`src/rtl/mc_mem_ctrl_pkg.sv`:
```
// Shared CPU package: memory-controller and control-unit state encodings,
// plus the default memory handshake timeout.
package mc_mem_ctrl_pkg;

    typedef enum logic [1:0] {
        MemIdle,
        MemAccess,
        MemDone,
        MemFault
    } mem_state_e;

    typedef enum logic [2:0] {
        CuFetch,
        CuDecode,
        CuExec,
        CuMem,
        CuWriteBack
    } cu_state_e;

    localparam int unsigned MemTimeoutDefault = 15;
    localparam int unsigned MemWaitWidth      = 4;

endpackage

```
`src/rtl/mc_mem_ctrl.sv`:
```
// Multicycle memory controller: one word access per request, aligned-address
// check, bounded wait on the external ack, and a sticky error flag.
module mc_mem_ctrl
    import mc_mem_ctrl_pkg::*;
#(
    parameter int unsigned TIMEOUT = MemTimeoutDefault
) (
    input  logic        clock,
    input  logic        reset,
    input  logic        rd_req,
    input  logic        wr_req,
    input  logic [31:0] addr,
    input  logic [31:0] wdata,
    output logic [31:0] rdata,
    output logic        ready,
    output logic        busy,
    output logic        err,
    output logic        mem_en,
    output logic        mem_we,
    output logic [29:0] mem_addr,
    output logic [31:0] mem_wdata,
    input  logic [31:0] mem_rdata,
    input  logic        mem_ack
);

    localparam logic [MemWaitWidth-1:0] TimeoutCnt = MemWaitWidth'(TIMEOUT);

    mem_state_e              r_state;
    mem_state_e              w_state_d;
    logic [MemWaitWidth-1:0] r_wait;
    logic [MemWaitWidth-1:0] w_wait_d;
    logic [29:0]             r_addr;
    logic [29:0]             w_addr_d;
    logic [31:0]             r_wdata;
    logic [31:0]             w_wdata_d;
    logic                    r_we;
    logic                    w_we_d;
    logic [31:0]             r_rdata;
    logic [31:0]             w_rdata_d;
    logic                    r_err;
    logic                    w_err_d;

    always_comb begin
        w_state_d = r_state;
        w_wait_d  = r_wait;
        w_addr_d  = r_addr;
        w_wdata_d = r_wdata;
        w_we_d    = r_we;
        w_rdata_d = r_rdata;
        w_err_d   = r_err;
        mem_en    = 1'b0;
        mem_we    = 1'b0;
        ready     = 1'b0;
        busy      = 1'b1;

        unique case (r_state)
            MemIdle: begin
                busy = 1'b0;
                if (rd_req || wr_req) begin
                    if (addr[1:0] == 2'b00) begin
                        w_state_d = MemAccess;
                        w_wait_d  = '0;
                        w_addr_d  = addr[31:2];
                        w_wdata_d = wdata;
                        w_we_d    = wr_req;
                    end else begin
                        // Misaligned: fault without touching external memory.
                        w_state_d = MemFault;
                        w_err_d   = 1'b1;
                    end
                end
            end
            MemAccess: begin
                mem_en = 1'b1;
                mem_we = r_we;
                if (mem_ack) begin
                    if (!r_we) begin
                        w_rdata_d = mem_rdata;
                    end
                    w_state_d = MemDone;
                end else if (r_wait == TimeoutCnt) begin
                    w_state_d = MemFault;
                    w_err_d   = 1'b1;
                end else begin
                    w_wait_d = r_wait + 1'b1;
                end
            end
            MemDone: begin
                ready     = 1'b1;
                w_state_d = MemIdle;
            end
            MemFault: begin
                ready     = 1'b1;
                w_state_d = MemIdle;
            end
            default: begin
                w_state_d = MemIdle;
            end
        endcase
    end

    always_ff @(posedge clock) begin
        if (reset) begin
            r_state <= MemIdle;
            r_wait  <= '0;
            r_addr  <= '0;
            r_wdata <= '0;
            r_we    <= 1'b0;
            r_rdata <= '0;
            r_err   <= 1'b0;
        end else begin
            r_state <= w_state_d;
            r_wait  <= w_wait_d;
            r_addr  <= w_addr_d;
            r_wdata <= w_wdata_d;
            r_we    <= w_we_d;
            r_rdata <= w_rdata_d;
            r_err   <= w_err_d;
        end
    end

    assign rdata     = r_rdata;
    assign err       = r_err;
    assign mem_addr  = r_addr;
    assign mem_wdata = r_wdata;

endmodule

```
`config.mk`:
```
export PLATFORM = sky130hd
export DESIGN_NAME = mc_mem_ctrl
export DESIGN_NICKNAME = d
export VERILOG_FILES = /design/src/rtl/mc_mem_ctrl_pkg.sv /design/src/rtl/mc_mem_ctrl.sv
export SDC_FILE = /design/constraint.sdc
export NUM_CORES = 1
export LEC_CHECK = 0
export ABC_AREA = 1
export BUFFER_PORTS_ARGS = -buffer_cell sky130_fd_sc_hd__buf_2
export CAP_MARGIN = 40
export CELL_PAD_IN_SITES_DETAIL_PLACEMENT = 0
export CELL_PAD_IN_SITES_GLOBAL_PLACEMENT = 2
export CORE_MARGIN = 10
export CORE_UTILIZATION = 20
export DETAILED_ROUTE_END_ITERATION = 6
export GPL_TIMING_DRIVEN = 0
export PLACE_DENSITY = 0.73
export SYNTH_ARGS = -nofsm -noshare
export SYNTH_HDL_FRONTEND = slang
export SYNTH_SLANG_ARGS = --single-unit
export TNS_END_PERCENT = 10
```
`constraint.sdc`:
```
create_clock -name clock -period 1.25 [get_ports clock]
set_clock_uncertainty 0.1 [all_clocks]
set_input_delay 0.0625 -clock clock [delete_from_list [all_inputs] [get_ports clock]]
set_output_delay 0.0625 -clock clock [all_outputs]
set_load 0.005 [all_outputs]
```
==> summary.md <==
| Metric | Value |
|---|---|
| Post-Synth Adder-Cell Area | 0.003439 |
| Floorplan Core Area | approximately 18000 um^2 |
| Final setup slack of the worst path | -0.1002 ns |
| CTS hold repair buffers | 95 |
| Net count, final | ~890 |
| Class of the most critical setup path | reg2reg |
| Maximum number of pins on one net before global-route repair | 17 |
| Count of state elements after synthesis | 102 |
| Violations in the final reports | negative hold slack, negative setup slack |
| Number of port buffers | slightly below 200 |
| Die outline area | between 20000 and 25000 um^2 |
| CTS HTree Levels | 3 |
| Crit end category | flop |
| Hold/Removal Path Class | in2reg |
| DRC violation count after routing | 0 |
| Share of post-route cells with drive strength above 1 | 0.3480 |
| Highest-count cells in the layout ignoring fill and taps | buf_2 (200), nand2_1 (146), dfxtp_1 (98) |
| Synth Area in Compound Gates | 0.1362 |
| Die boundary width | roughly 150 um |
| Warning count from the yosys run | 0 |
| Number of hold-slack violations in the final timing report | 1 |
| Area share of and/or/nand/nor cells after synthesis | 0.2455 |
| First-pass detailed-route iteration total | 4 |
| Post-layout power | 7686 uW |
| Weighted congestion reported at the end of routability-driven placement | about 0.77 |
| Avg Synthesized Cell Area | roughly 7.6 um^2 |
| Number of diodes added for antenna fixing | 0 |
| Final worst path period need | 1.350 ns |
| Xor-xnor portion of the synthesized cell area | 0 |
| Multiplexer area fraction after synthesis | 0 |
| Worst max-slew margin expressed relative to the limit | 0.5991 |
| Post-Synthesis Cell Area | approximately 3600 um^2 |
| Placement Rows | 49 |
| Final HPWL DP | about 10 mm |
| Wire length of the first global-routing pass | ~22 mm |
| Floorplan die height | 154.9 um |
| Starting density of the core | 0.2032 |
| Cell count after synthesis | 481 |
| Cell area power density | between 1000 and 1500 nW/um^2 |
| Number of design-rule violations left by the first detailed-router iteration | 108 |
| Routed Antenna Nets | 0 |
| Worst path required time | 1.40 ns |
| Final core utilization | 0.3641 |
| Setup repair after global routing missed its margin | yes |
| Worst ir drop on vdd | between 0.0006 and 0.0007 V |
| CP arrival | approximately 1.5 ns |
| Finish-stage setup viols | between 90 and 100 |
| Static Leak | about 0.0030 uW |
| Max-cap violation count | 0 |
| Routed wire length | about 15 mm |
| Buffer levels on the longest clock path | 2 |
| Via count of the first global-routing pass | 4307 |
| Post-synthesis cell type count | 15 |
| Number of vias per cell | just over 4 |
| Worst reg2reg path startpoint | r_state[0] |
| Initial antenna violation count | 1 |
| Area growth from synthesis to final layout | 79.13% |
| Tightest Pin Transition | ~0.6 ns |
| Syn Nets | 583 |
| Run status | finished, violations left |
| Routed via count | ~4.2k |
| Max Slew Vio Count | 0 |
| TritonCTS clock tree | done |
| Worst Hold Margin | -0.06188 ns |
| Clock transition at the registers of the reported paths | around 0.07 ns |
| Setup TNS after final layout | -7.892 ns |
| Critical path origin | r_state[0] |
| Main combinational cell family by area after synthesis | simple AND/OR/NAND/NOR gates |
| Io pins | 200 |
| Clock Latency Late Sink | approximately 0.35 ns |
| Critical-path maximum fanout | 7 |
| Clock sink total | between 100 and 150 |
| Register area share after synthesis | 0.5612 |
| Overall global routing resource usage | 0.1141 |
| Number of buffers created by CTS | 9 |
| Number of filler instances in the final layout | ~1.9k |
| Wirelength per Cell | about 14 um |
| Fmax | roughly 740 MHz |
| CTS Root Cell | clkbuf_16 |
| Most frequent standard cell in the layout excluding fill and tap cells | buf_2 |
| Post-route fraction of the period consumed by the critical path | 1.080 |
| Internal reg-to-reg setup slack | -0.10 ns |
| Worst setup SP type | flop |
| Start point of the worst min-delay path | mem_ack |
| Congestion Overflow GR | 0 |
-- registers in the layout (all words and copies together), names as in the netlist --
signal,cells
mem_wdata,32
rdata,32
mem_addr,30
r_wait,4
r_state,2
err,1
r_we,1
-- synthesized netlist by cell type --
cell type | instances | area (um^2)
a21oi_1 | 66 | 330.3
buf_2 | 15 | 75.07
buf_4 | 1 | 7.510
clkbuf_1 | 15 | 56.30
dfxtp_1 | 102 | 2042
ha_1 | 1 | 12.51
inv_1 | 14 | 52.55
inv_2 | 1 | 3.750
nand2_1 | 148 | 555.5
nand3_1 | 5 | 25.02
nand4_1 | 1 | 6.260
nor2_1 | 77 | 289.0
nor3_2 | 1 | 10.01
nor3b_1 | 1 | 7.510
o21ai_0 | 33 | 165.2
-- worst paths after layout --
path	endpoint	cells after the start
max	rdata[26]	7
max reg2reg	rdata[26]	7
min	r_state[0]	4
min reg2reg	mem_wdata[5]	2
-- through the flow --
| step | setup WS, ns | instances | instance area (um^2) |
|---|---|---|---|
| CTS | -0.1425 | 1020 | 6271 |
| floorplan | 0.0003988 | 481 | 3660 |
| global route | -0.2000 | 1025 | 6518 |
| finish | -0.1002 | 1025 | 6518 |
| detailed placement | -0.4352 | 908 | 4937 |
| global placement | -0.4028 | 908 | 4937 |
-- kinds of logic after synthesis --
kind of cell    Yosys count
simple gates            233
buf+inv                  46
fa+ha+maj                 1
flops                   102
compound gates           99
-- where the power goes --
| group | total [uW] | internal [uW] | leakage, uW | switching (uW) |
|---|---|---|---|---|
| Clock | 2820 | 1560 | 0.000144 | 1260 |
| Sequential | 3550 | 3440 | 0.000832 | 110 |
| Combinational | 1320 | 697 | 0.00202 | 621 |
-- metal layers --
metal / global-route usage / share of wire / vias up / wire (um)
met5: 0 / 0 / - / 0
met1: 0.1271 / 0.42 / 1915 / 6059
met3: 0.04687 / 0.080 / 13 / 1167
met2: 0.1944 / 0.49 / 129 / 7123
met4: 0.03419 / 0.011 / 0 / 165
li1: - / - / 2148 / -
-- repair_timing --
item                                   in CTS  in global routing
setup buffers                               1                  2
endpoints found under the hold margin      96                  1
cloned                                      0                  3
pin swaps                                   1                  2
setup endpoints to repair                  99                100
gates resized for setup                    29                 56
-- cell type report --
cell class | instances | area (um^2) | area share
sequential | 102 | 2052 | 0.3148
timing repair buffer | 299 | 2038 | 0.3127
multi-input combinational | 333 | 1545 | 0.2371
tap | 229 | 286.5 | 0.04396
buffer | 31 | 236.5 | 0.03628
clock buffer | 11 | 232.7 | 0.03571
inverter | 15 | 68.82 | 0.01056
clock inverter | 5 | 57.56 | 0.008831
-- worst max-delay path: stages, from the launching register on --
cell and delay (ns):
dfxtp_4 0.39, nand2_4 0.07, nor3_4 0.19, buf_12 0.16, inv_8 0.05, clkbuf_16 0.16, nor2_4 0.08, nor2_1 0.05
No activity file was read; power rests on OpenSTA's default activity.
